[config.mk]
export PLATFORM = sky130hd
export DESIGN_NAME = ram_arbiter_flat
export DESIGN_NICKNAME = d
export VERILOG_FILES = /design/src/rtl/ram_arb_pkg.sv /design/src/rtl/ram_arbiter_if.sv /design/src/rtl/ram_arb_prio.sv /design/src/rtl/ram_arbiter.sv /design/src/flat_wrapper.sv
export SDC_FILE = /design/constraint.sdc
export NUM_CORES = 1
export LEC_CHECK = 0
export BUFFER_PORTS_ARGS = -buffer_cell sky130_fd_sc_hd__buf_2
export CORE_AREA = 2 2 106 108
export CTS_CLUSTER_DIAMETER = 50
export DETAILED_ROUTE_END_ITERATION = 8
export DIE_AREA = 0 0 108 110
export PLACE_DENSITY = 0.95
export SYNTH_ARGS = -nofsm -noshare
export SYNTH_HDL_FRONTEND = slang
export SYNTH_HIERARCHICAL = 1
export SYNTH_SLANG_ARGS = --single-unit
[constraint.sdc]
create_clock -name clk -period 3.9 [get_ports clk]
set_clock_uncertainty 0.1 [all_clocks]
set_input_delay 0.78 -clock clk [delete_from_list [all_inputs] [get_ports clk]]
set_output_delay 0.78 -clock clk [all_outputs]
set_load 0.03 [all_outputs]
[src/rtl/ram_arb_pkg.sv]
// Shared types and helpers for the instruction/data RAM arbiter.
package ram_arb_pkg;

  typedef enum logic [1:0] {IDLE, ACCESS, RESP} arb_state_t;
  typedef enum logic {REQ_I, REQ_D} req_id_t;

  localparam int WORD_BYTES = 4;

  // An access is rejected when it is not word aligned or points past the last word.
  function automatic logic addr_err(input logic [31:0] addr, input int depth_words);
    return (addr[1:0] != 2'b00) ||
           ((addr >> $clog2(WORD_BYTES)) >= 32'(depth_words));
  endfunction

endpackage

[src/rtl/ram_arbiter_if.sv]
// Fetch, data and RAM-side signals of the RAM arbiter grouped as one bus.
interface ram_arbiter_if;
  logic        i_req;
  logic [31:0] i_addr;
  logic [31:0] i_rdata;
  logic        i_ack;
  logic        i_err;

  logic        d_req;
  logic        d_we;
  logic [31:0] d_addr;
  logic [31:0] d_wdata;
  logic [31:0] d_rdata;
  logic        d_ack;
  logic        d_err;

  logic        ram_we;
  logic [31:0] ram_addr;
  logic [31:0] ram_wdata;
  logic [31:0] ram_rdata;
  logic        ram_busy;

  // The arbiter itself.
  modport slave (
    input  i_req, i_addr, d_req, d_we, d_addr, d_wdata, ram_rdata, ram_busy,
    output i_rdata, i_ack, i_err, d_rdata, d_ack, d_err, ram_we, ram_addr, ram_wdata
  );

  // Requesters and RAM seen from the outside.
  modport master (
    output i_req, i_addr, d_req, d_we, d_addr, d_wdata, ram_rdata, ram_busy,
    input  i_rdata, i_ack, i_err, d_rdata, d_ack, d_err, ram_we, ram_addr, ram_wdata
  );
endinterface

[src/rtl/ram_arb_prio.sv]
// Winner select between fetch and data; data has priority, bounded by a starvation counter.
module ram_arb_prio
  import ram_arb_pkg::*;
#(
  parameter int MAX_CONSEC = 4
) (
  input  logic    clk,
  input  logic    nRst,
  input  logic    i_req,
  input  logic    d_req,
  input  logic    arbitrate,
  output logic    grant_valid,
  output req_id_t grant_id
);

  localparam int CW = $clog2(MAX_CONSEC + 1);
  localparam logic [CW-1:0] CNT_MAX = CW'(MAX_CONSEC);

  logic [CW-1:0] consec_cnt;
  logic          starved;

  // NOTE: every combinational output gets a default before any branch, so no latch is inferred.
  always_comb begin
    starved     = i_req && (consec_cnt == CNT_MAX);
    grant_valid = i_req || d_req;
    grant_id    = (d_req && !starved) ? REQ_D : REQ_I;
  end

  // Counts data grants that bypassed a waiting fetch; saturates at CNT_MAX.
  always_ff @(posedge clk) begin
    if (nRst) begin
      consec_cnt <= '0;
    end else if (arbitrate) begin
      if (!i_req || grant_id == REQ_I)
        consec_cnt <= '0;
      else if (consec_cnt != CNT_MAX)
        consec_cnt <= consec_cnt + 1'b1;
    end
  end

endmodule

[src/rtl/ram_arbiter.sv]
// Shares one single-ported RAM between instruction fetch and data access via IDLE/ACCESS/RESP.
module ram_arbiter
  import ram_arb_pkg::*;
#(
  parameter int DEPTH_WORDS = 48,
  parameter int MAX_CONSEC  = 4
) (
  input  logic           clk,
  input  logic           nRst,
  ram_arbiter_if.slave   bus
);

  arb_state_t  state_q, state_d;
  req_id_t     lat_id;
  logic        lat_we;
  logic        lat_err;
  logic [31:0] lat_addr;
  logic [31:0] lat_wdata;
  logic [31:0] rdata_q;

  logic        arbitrate;
  logic        grant_valid;
  req_id_t     grant_id;
  logic [31:0] win_addr;
  logic        win_we;
  logic        win_err;

  assign arbitrate = (state_q == IDLE);

  ram_arb_prio #(.MAX_CONSEC(MAX_CONSEC)) u_prio (
    .clk         (clk),
    .nRst        (nRst),
    .i_req       (bus.i_req),
    .d_req       (bus.d_req),
    .arbitrate   (arbitrate),
    .grant_valid (grant_valid),
    .grant_id    (grant_id)
  );

  always_comb begin
    win_addr = (grant_id == REQ_D) ? bus.d_addr : bus.i_addr;
    win_we   = (grant_id == REQ_D) && bus.d_we;
    win_err  = addr_err(win_addr, DEPTH_WORDS);
  end

  // NOTE: state and data registers use non-blocking assignments so every flop samples pre-edge values.
  always_ff @(posedge clk) begin
    if (nRst) begin
      state_q   <= IDLE;
      lat_id    <= REQ_I;
      lat_we    <= 1'b0;
      lat_err   <= 1'b0;
      lat_addr  <= '0;
      lat_wdata <= '0;
      rdata_q   <= '0;
    end else begin
      state_q <= state_d;
      case (state_q)
        IDLE: begin
          if (grant_valid) begin
            lat_id    <= grant_id;
            lat_we    <= win_we;
            lat_err   <= win_err;
            lat_addr  <= win_addr;
            lat_wdata <= (grant_id == REQ_D) ? bus.d_wdata : '0;
            rdata_q   <= '0;
          end
        end
        ACCESS: begin
          // Writes and rejected accesses leave rdata at the zero loaded in IDLE.
          if (!bus.ram_busy && !lat_we)
            rdata_q <= bus.ram_rdata;
        end
        default: ;
      endcase
    end
  end

  always_comb begin
    state_d = state_q;
    case (state_q)
      IDLE:    if (grant_valid) state_d = win_err ? RESP : ACCESS;
      ACCESS:  if (!bus.ram_busy) state_d = RESP;
      RESP:    state_d = IDLE;
      default: state_d = IDLE;
    endcase
  end

  always_comb begin
    bus.ram_we    = 1'b0;
    bus.ram_addr  = '0;
    bus.ram_wdata = '0;
    bus.i_ack     = 1'b0;
    bus.i_err     = 1'b0;
    bus.i_rdata   = '0;
    bus.d_ack     = 1'b0;
    bus.d_err     = 1'b0;
    bus.d_rdata   = '0;
    if (state_q == ACCESS) begin
      bus.ram_addr  = lat_addr;
      bus.ram_wdata = lat_wdata;
      // Gating with the reset input keeps a reset edge from committing a write.
      bus.ram_we    = lat_we && !bus.ram_busy && !nRst;
    end
    if (state_q == RESP) begin
      if (lat_id == REQ_D) begin
        bus.d_ack   = 1'b1;
        bus.d_err   = lat_err;
        bus.d_rdata = rdata_q;
      end else begin
        bus.i_ack   = 1'b1;
        bus.i_err   = lat_err;
        bus.i_rdata = rdata_q;
      end
    end
  end

endmodule

[src/flat_wrapper.sv]
// flat-port wrapper written by rule: the top's interface ports become plain ports
module ram_arbiter_flat import ram_arb_pkg::*;
#(
  parameter int DEPTH_WORDS = 48,
  parameter int MAX_CONSEC  = 4
)
  (clk, nRst, bus_i_req, bus_i_addr, bus_d_req, bus_d_we, bus_d_addr, bus_d_wdata, bus_ram_rdata, bus_ram_busy, bus_i_rdata, bus_i_ack, bus_i_err, bus_d_rdata, bus_d_ack, bus_d_err, bus_ram_we, bus_ram_addr, bus_ram_wdata);
  ram_arbiter_if bus_i ();
  input  logic clk;
  input  logic nRst;
  input wire logic [$bits(bus_i.i_req)-1:0] bus_i_req;
  input wire logic [$bits(bus_i.i_addr)-1:0] bus_i_addr;
  input wire logic [$bits(bus_i.d_req)-1:0] bus_d_req;
  input wire logic [$bits(bus_i.d_we)-1:0] bus_d_we;
  input wire logic [$bits(bus_i.d_addr)-1:0] bus_d_addr;
  input wire logic [$bits(bus_i.d_wdata)-1:0] bus_d_wdata;
  input wire logic [$bits(bus_i.ram_rdata)-1:0] bus_ram_rdata;
  input wire logic [$bits(bus_i.ram_busy)-1:0] bus_ram_busy;
  output wire logic [$bits(bus_i.i_rdata)-1:0] bus_i_rdata;
  output wire logic [$bits(bus_i.i_ack)-1:0] bus_i_ack;
  output wire logic [$bits(bus_i.i_err)-1:0] bus_i_err;
  output wire logic [$bits(bus_i.d_rdata)-1:0] bus_d_rdata;
  output wire logic [$bits(bus_i.d_ack)-1:0] bus_d_ack;
  output wire logic [$bits(bus_i.d_err)-1:0] bus_d_err;
  output wire logic [$bits(bus_i.ram_we)-1:0] bus_ram_we;
  output wire logic [$bits(bus_i.ram_addr)-1:0] bus_ram_addr;
  output wire logic [$bits(bus_i.ram_wdata)-1:0] bus_ram_wdata;
  assign bus_i.i_req = bus_i_req;
  assign bus_i.i_addr = bus_i_addr;
  assign bus_i.d_req = bus_d_req;
  assign bus_i.d_we = bus_d_we;
  assign bus_i.d_addr = bus_d_addr;
  assign bus_i.d_wdata = bus_d_wdata;
  assign bus_i.ram_rdata = bus_ram_rdata;
  assign bus_i.ram_busy = bus_ram_busy;
  assign bus_i_rdata = bus_i.i_rdata;
  assign bus_i_ack = bus_i.i_ack;
  assign bus_i_err = bus_i.i_err;
  assign bus_d_rdata = bus_i.d_rdata;
  assign bus_d_ack = bus_i.d_ack;
  assign bus_d_err = bus_i.d_err;
  assign bus_ram_we = bus_i.ram_we;
  assign bus_ram_addr = bus_i.ram_addr;
  assign bus_ram_wdata = bus_i.ram_wdata;
  ram_arbiter #(.DEPTH_WORDS(DEPTH_WORDS), .MAX_CONSEC(MAX_CONSEC)) u_core (.clk(clk), .nRst(nRst), .bus(bus_i));
endmodule
==> run_results.csv, run 1 <==
group,metric,value,unit
run_status,run_status,"complete, no violations",
detailed_routing,route.detailed.drc,0,
flow_run,maxCapViolations,0,
clocking,cts_setup_buffers,0,
critical_path,path_class,"reg -> out",
finish,areaGrowthSynthToFinish,29.78,%
timing,finalHoldViolCount,0,
power_and_ir_drop,powerDensity,306.0,mW/mm^2
floorplan,io_pins,267,
clocking,holdBufCountCts,0,
critical_path,arrival,2190,ps
finish,final_layout_size_suffix_gt1_frac,0.3440,
finish,final_util,0.6331,
critical_path,worst_setup_path_start_kind,"register",
timing,max_slew.worst_pin.slew,1088,ps
critical_path,path_cells,"nor2b_4 > buf_4 > and2_1 > buf_2",
clocking,cts_tree,"built",
clocking,clkTransAtPathRegs,100,ps
detailed_routing,drt_pass1_iterations,5,
global_routing,track_usage,0.2339,
critical_path,critPathSlowestCell,"dfxtp_1",
global_routing,grt_pass1_wl,22400,um
power_and_ir_drop,ir_worst_vdd,0.0001802,V
power_and_ir_drop,p_int,0.001489,W
detailed_routing,wire_per_inst,14.58,um
floorplan,core_area,0.01070,mm^2
power_and_ir_drop,comb_power_share,0.148,
global_routing,grt_overflow_total,0,
power_and_ir_drop,p_sw_frac,0.2815,
finish,finalNonFillerCells,1019,
yosys,yosysSeqAreaShare,0.3989,
detailed_routing,num_vias,5380,
global_routing,grt_pass1_vias,4816,
timing,drv_slew,0,
floorplan,fp.dieH,110,um
yosys,ys_warn_count,6,
yosys,yosys_register_bits,104,
clocking,cts_buffers,9,
critical_path,crit_required,3020,ps
critical_path,critical_path.max_stage_delay,530,ps
critical_path,setup.worst_path.end_class,"primary output",
floorplan,rows,38,
placed_design,hpwlAfterDp,10760,um
timing,timing.fmax,0.3260,GHz
detailed_routing,wirelength,14860,um
clocking,cts.htree.levels,3,
placed_design,gp_congestion,0.9013,
timing,rsz0062_at_grt,"no",
timing,finalWorstSetupSlack,832.1,ps
critical_path,path_buf_inv,2,
yosys,synth.top_cell.area_share,0.3989,
power_and_ir_drop,p_seq_frac,0.551,
min_path,hold_path_class,"reg -> reg",
timing,timing.final.crit_share,0.7866,
yosys,synth_area_leader_cell,"dfxtp_1",
finish,layout.nets,1010,
timing,tns,0,ps
clocking,clk-insertion-delay-late,360,ps
clocking,cts-resized-gates,0,
yosys,syn_nets,782,
placed_design,portBuffers,266,
global_routing,antenna_found_initial,1,
yosys,synthTopCellsByArea,"dfxtp_1, and2_1, a21oi_1",
detailed_routing,ant_nets,0,
yosys,synth_area_per_cell,8.079,um^2
critical_path,cp_max_fo,41,
timing,maxSlewHeadroom,0.2749,
power_and_ir_drop,switching_power,0.0005834,W
power_and_ir_drop,p_clk_frac,0.301,
critical_path,cp_top_family,"simple AND/OR/NAND/NOR gates",
clocking,cts_sinks,104,
yosys,synthCells,646,
detailed_routing,via_per_inst,5.280,
timing,post-route-min-period,3068,ps
placed_design,pre_cts_ws,1208,ps
floorplan,die_x,108,um
detailed_routing,drt_iter0_markers,282,
global_routing,grt_start_max_net_pins,106,
yosys,syn_area,0.005219,mm^2
clocking,clk_path_buf_depth,2,
floorplan,initial_utilization,0.4878,
power_and_ir_drop,static-leakage-power,3.253,nW
placed_design,dp.cells,1003,
yosys,synthDistinctLibCells,33,
clocking,cts_root_buffer,"clkbuf_8",
timing,setup_viol,0,
floorplan,die-area,0.01188,mm^2
power groups by stage:
stage / logic [W] / clock network (W) / registers, W
5_1_grt: 0.000338 / 0.000698 / 0.00115
3_3_place_gp: 0.000298 / 0 / 0.00116
3_5_place_dp: 0.000305 / 0 / 0.00117
2_1_floorplan: 0.000190 / 0 / 0.00116
4_1_cts: 0.000306 / 0.000648 / 0.00114
6_report: 0.000306 / 0.000624 / 0.00114
cell usage in the layout (no fill, tap or decap), types with 2 or more instances in the layout:
| master | netlist | layout |
|---|---|---|
| a211oi_1 | 34 | 34 |
| a21oi_1 | 68 | 68 |
| a31oi_4 | 1 | 2 |
| and2_1 | 130 | 130 |
| and3b_1 | 2 | 2 |
| buf_2 | 18 | 265 |
| buf_4 | 3 | 11 |
| clkbuf_8 | 0 | 10 |
| dfxtp_1 | 104 | 104 |
| ha_1 | 2 | 2 |
| inv_1 | 4 | 4 |
| inv_6 | 0 | 3 |
| mux2i_1 | 34 | 34 |
| nand2_1 | 72 | 72 |
| nand3_1 | 33 | 33 |
| nand4_1 | 4 | 4 |
| nor2_1 | 38 | 37 |
| nor3_1 | 4 | 4 |
| nor4_1 | 9 | 9 |
| o211ai_1 | 33 | 33 |
layout make-up:
type | count | area, um^2
Fill cell | 944 | 3925
Multi-Input combinational cell | 478 | 2893
Sequential cell | 104 | 2082
Timing Repair Buffer | 277 | 1429
Tap cell | 140 | 175.2
Clock buffer | 10 | 137.6
Clock inverter | 5 | 38.79
Inverter | 4 | 15.01
Antenna cell | 1 | 2.502
final timing paths:
kind / end / start / cells past startpoint / slack [ps]
worst max-delay path: bus_ram_addr[22] / u_core/state_q[0] / 4 / 830
worst min-delay path: u_core/lat_wdata[11] / u_core/lat_wdata[11] / 2 / 350
worst max register to register: u_core/rdata_q[25] / u_core/state_q[0] / 6 / 1630
worst min register to register: u_core/lat_wdata[11] / u_core/lat_wdata[11] / 2 / 350
routing by layer:
metal | GRT usage | vias to the layer above | wire length [um]
met5 | 0 | - | 0
met4 | 0.08333 | 0 | 272
met3 | 0.03704 | 22 | 1078
met2 | 0.4200 | 230 | 7523
met1 | 0.2839 | 2455 | 5988
li1 | - | 2673 | -
stage by stage:
step / hold slack (ps) / total power, W / area, um^2
floorplan: 327.3 / 0.001345 / 5219
global placement: 333.4 / 0.001462 / 6594
detailed placement: 340.6 / 0.001471 / 6594
CTS: 352.4 / 0.002096 / 6770
global route: 370.5 / 0.002184 / 6773
finish: 349.5 / 0.002072 / 6773
sequential cells by signal (all words and copies together), names as in the netlist:
signal / cells
u_core/lat_addr: 32
u_core/lat_wdata: 32
u_core/rdata_q: 32
u_core/u_prio/consec_cnt: 3
u_core/state_q: 2
u_core/lat_err: 1
u_core/lat_id: 1
u_core/lat_we: 1
worst reg2reg max path, cell delays in order (launching register included):
cell	delay, ps
dfxtp_1	530
nor2b_4	460
buf_4	390
a21oi_2	200
buf_4	260
nand2_1	100
a21oi_1	60
synth_stat cells:
library cell    n
and2_1        130
nor2b_1         1
o21bai_1        1
dfxtp_1       104
nand4_1         4
a31oi_1         2
nor4b_1         1
a31o_2          1
buf_2          18
nor3b_4         1
a31oi_4         1
nor2_1         38
mux2i_1        34
nor4bb_1        1
nor3_2          1
a211oi_1       34
o211ai_1       33
xnor2_1         1
and3b_1         2
or2_2           1
xor2_1          1
nor4_1          9
inv_1           4
a21oi_2         1
a21oi_1        68
buf_1           1
nor3b_1         1
ha_1            2
clkbuf_1       38
nand3_1        33
buf_4           3
nand2_1        72
nor3_1          4
kinds of logic (layout without fill, tap and decap cells):
family | after synthesis | count (layout) | share of synthesized area
multiplexers | 34 | 34 | 0.06521
AND/OR/NAND/NOR | 299 | 299 | 0.3023
flip-flops | 104 | 104 | 0.3989
AO/OA/AOI/OAI | 141 | 141 | 0.1729
other | 0 | 1 | 0
buffers and inverters | 64 | 296 | 0.05250
adder cells (fa/ha/maj) | 2 | 2 | 0.004794
XOR/XNOR | 2 | 2 | 0.003357
No activity file was read; power rests on OpenSTA's default activity.
==> inputs of run 2 (changes only) <==
--- a/config.mk
+++ b/config.mk
@@ -6,11 +6,11 @@
 export NUM_CORES = 1
 export LEC_CHECK = 0
 export BUFFER_PORTS_ARGS = -buffer_cell sky130_fd_sc_hd__buf_2
-export CORE_AREA = 2 2 106 108
+export CORE_AREA = 2 2 115 117
 export CTS_CLUSTER_DIAMETER = 50
 export DETAILED_ROUTE_END_ITERATION = 8
-export DIE_AREA = 0 0 108 110
-export PLACE_DENSITY = 0.95
+export DIE_AREA = 0 0 117 119
+export PLACE_DENSITY = 0.88
 export SYNTH_ARGS = -nofsm -noshare
 export SYNTH_HDL_FRONTEND = slang
 export SYNTH_HIERARCHICAL = 1
==> constraint.sdc (replaced) <==
create_clock -name clk -period 2.5 [get_ports clk]
set_clock_uncertainty 0.1 [all_clocks]
set_input_delay 0.5 -clock clk [delete_from_list [all_inputs] [get_ports clk]]
set_output_delay 0.5 -clock clk [all_outputs]
set_load 0.03 [all_outputs]
==> run 2 against run 1 <==
Hold slack got worse by 22 ps. Critical path depth did not move. Sequential cell count did not move. Final area rose by 2.9%.
==> run_results.csv, run 2 (synthesized netlist as in run 1, its figures left out) <==
group,metric,value,unit
finish,areaGrowthSynthToFinish,33.49,%
clocking,cts_sinks,104,
critical_path,path_buf_inv,2,
critical_path,path_cells,"nor3b_2 > buf_4 > and2_1 > buf_2",
placed_design,gp_congestion,0.9321,
clocking,clk-insertion-delay-late,340,ps
placed_design,portBuffers,266,
detailed_routing,num_vias,5463,
critical_path,path_class,"reg -> out",
critical_path,crit_required,1900,ps
min_path,hold_path_class,"in -> reg",
detailed_routing,ant_nets,0,
power_and_ir_drop,powerDensity,513.9,mW/mm^2
timing,setup_viol,0,
floorplan,die-area,0.01392,mm^2
timing,maxSlewHeadroom,0.5905,
flow_run,maxCapViolations,0,
global_routing,grt_start_max_net_pins,79,
critical_path,cp_num_cells,4,
timing,timing.fmax,0.4299,GHz
detailed_routing,wirelength,14950,um
critical_path,cp_top_family,"buffers and inverters",
power_and_ir_drop,static-leakage-power,3.319,nW
critical_path,worst_setup_path_start_kind,"register",
critical_path,setup.worst_path.end_class,"primary output",
global_routing,track_usage,0.2084,
clocking,holdBufCountCts,0,
floorplan,io_pins,267,
global_routing,grt_pass1_vias,4867,
timing,drv_slew,0,
detailed_routing,via_per_inst,5.164,
finish,final_cell_mix,"buf_2, and2_1, dfxtp_1",
clocking,cts.htree.levels,3,
clocking,cts_tree,"built",
floorplan,fp.dieH,119,um
global_routing,antenna_found_initial,1,
timing,finalHoldWorstSlack,327.9,ps
detailed_routing,route.detailed.drc,0,
run_status,run_status,"complete, no violations",
detailed_routing,drt_pass1_iterations,5,
critical_path,critPathSlowestCell,"dfxtp_1",
global_routing,grt_pass1_wl,23170,um
critical_path,r2r_cells,7,
detailed_routing,drt_iter0_markers,318,
timing,tns,0,ps
finish,final_layout_size_suffix_gt1_frac,0.3428,
floorplan,die_x,117,um
timing,finalHoldViolCount,0,
clocking,clk_path_buf_depth,2,
critical_path,cp_max_fo,34,
timing,max_slew.worst_pin.slew,614.2,ps
power_and_ir_drop,ir_worst_vdd,0.0002874,V
timing,post-route-min-period,2326,ps
clocking,clkTransAtPathRegs,70,ps
floorplan,core_area,0.01287,mm^2
placed_design,hpwlAfterDp,11000,um
finish,top_regs,"u_core/lat_addr x32, u_core/lat_wdata x32, u_core/rdata_q x32",
timing,timing.final.crit_share,0.9305,
floorplan,rows,42,
critical_path,arrival,1730,ps
timing,rsz0062_at_grt,"no",
critical_path,critical_path.max_stage_delay,480,ps
detailed_routing,wire_per_inst,14.13,um
global_routing,grt_overflow_total,0,
floorplan,initial_utilization,0.4053,
clocking,cts_root_buffer,"clkbuf_16",
finish,layout.nets,1013,
finish,layout_commonest_cell,"buf_2",
min_path,min_delay_path_depth,3,
clocking,cts_buffers,9,
finish,n_fill_cell,1186,
## run 2: changes by cell type in the layout (fill, tap and decap cells not counted), sizes merged
| cell | previous run | this run |
|---|---|---|
| clkinvlp | 1 | 0 |
| clkbuf | 10 | 15 |
| inv | 7 | 4 |
| clkinv | 1 | 0 |
| buf | 277 | 280 |
## run 2: through the flow
| step | cells | utilization | worst slack, ps | total power [W] | cell area (um^2) |
|---|---|---|---|---|---|
| after floorplan | 646 | - | 245.1 | 0.002099 | 5225 |
| after global placement | 1042 | 0.5198 | 344.9 | 0.002294 | 6693 |
| after detailed placement | 1042 | 0.5198 | 288.8 | 0.002308 | 6693 |
| after CTS | 1057 | 0.5406 | 87.87 | 0.003624 | 6960 |
| after global routing | 1058 | 0.5411 | 7.877 | 0.003741 | 6967 |
| final | 1058 | 0.5411 | 173.7 | 0.003580 | 6967 |
## run 2: area by class of cell
type / instances / area [um^2] / area share
tap: 176 / 220.2 / 0.03161
sequential: 104 / 2082 / 0.2989
inverter: 4 / 15.01 / 0.002155
clock buffer: 15 / 267.8 / 0.03843
multi-input combinational: 478 / 2899 / 0.4161
timing repair buffer: 280 / 1480 / 0.2125
antenna: 1 / 2.502 / 0.0003592
## run 2: power breakdown
part           switching [W]  internal [W]
registers          0.0000406       0.00174
clock network       0.000580      0.000727
logic               0.000293      0.000199
## run 2: worst reg2reg max path, stage by stage, from the launching register on
cell,delay (ps)
dfxtp_1,490
nor2b_4,230
buf_6,250
buf_4,370
a21oi_2,90
buf_4,250
nand2_1,120
a21oi_1,60
## run 2: what timing repair did
action / CTS / global route
resized for setup: 0 / 1
setup buffers: 0 / 0
endpoints found under the setup margin: 0 / 18
## run 2: worst paths after layout
check                                     startpoint              endpoint  slack [ps]
worst max-delay path               u_core/state_q[1]       bus_i_rdata[19]         170
worst min-delay path                 bus_d_wdata[24]  u_core/lat_wdata[24]         330
worst max register to register     u_core/state_q[0]    u_core/rdata_q[27]         400
worst min register to register  u_core/lat_wdata[13]  u_core/lat_wdata[13]         340
## run 2: layer usage
| metal | GRT usage | routed length [um] | part of all wire |
|---|---|---|---|
| met5 | 0 | 0 | 0 |
| met3 | 0.03969 | 1084 | 0.073 |
| met2 | 0.3457 | 7392 | 0.49 |
| met1 | 0.2588 | 6143 | 0.41 |
| met4 | 0.09559 | 325 | 0.022 |
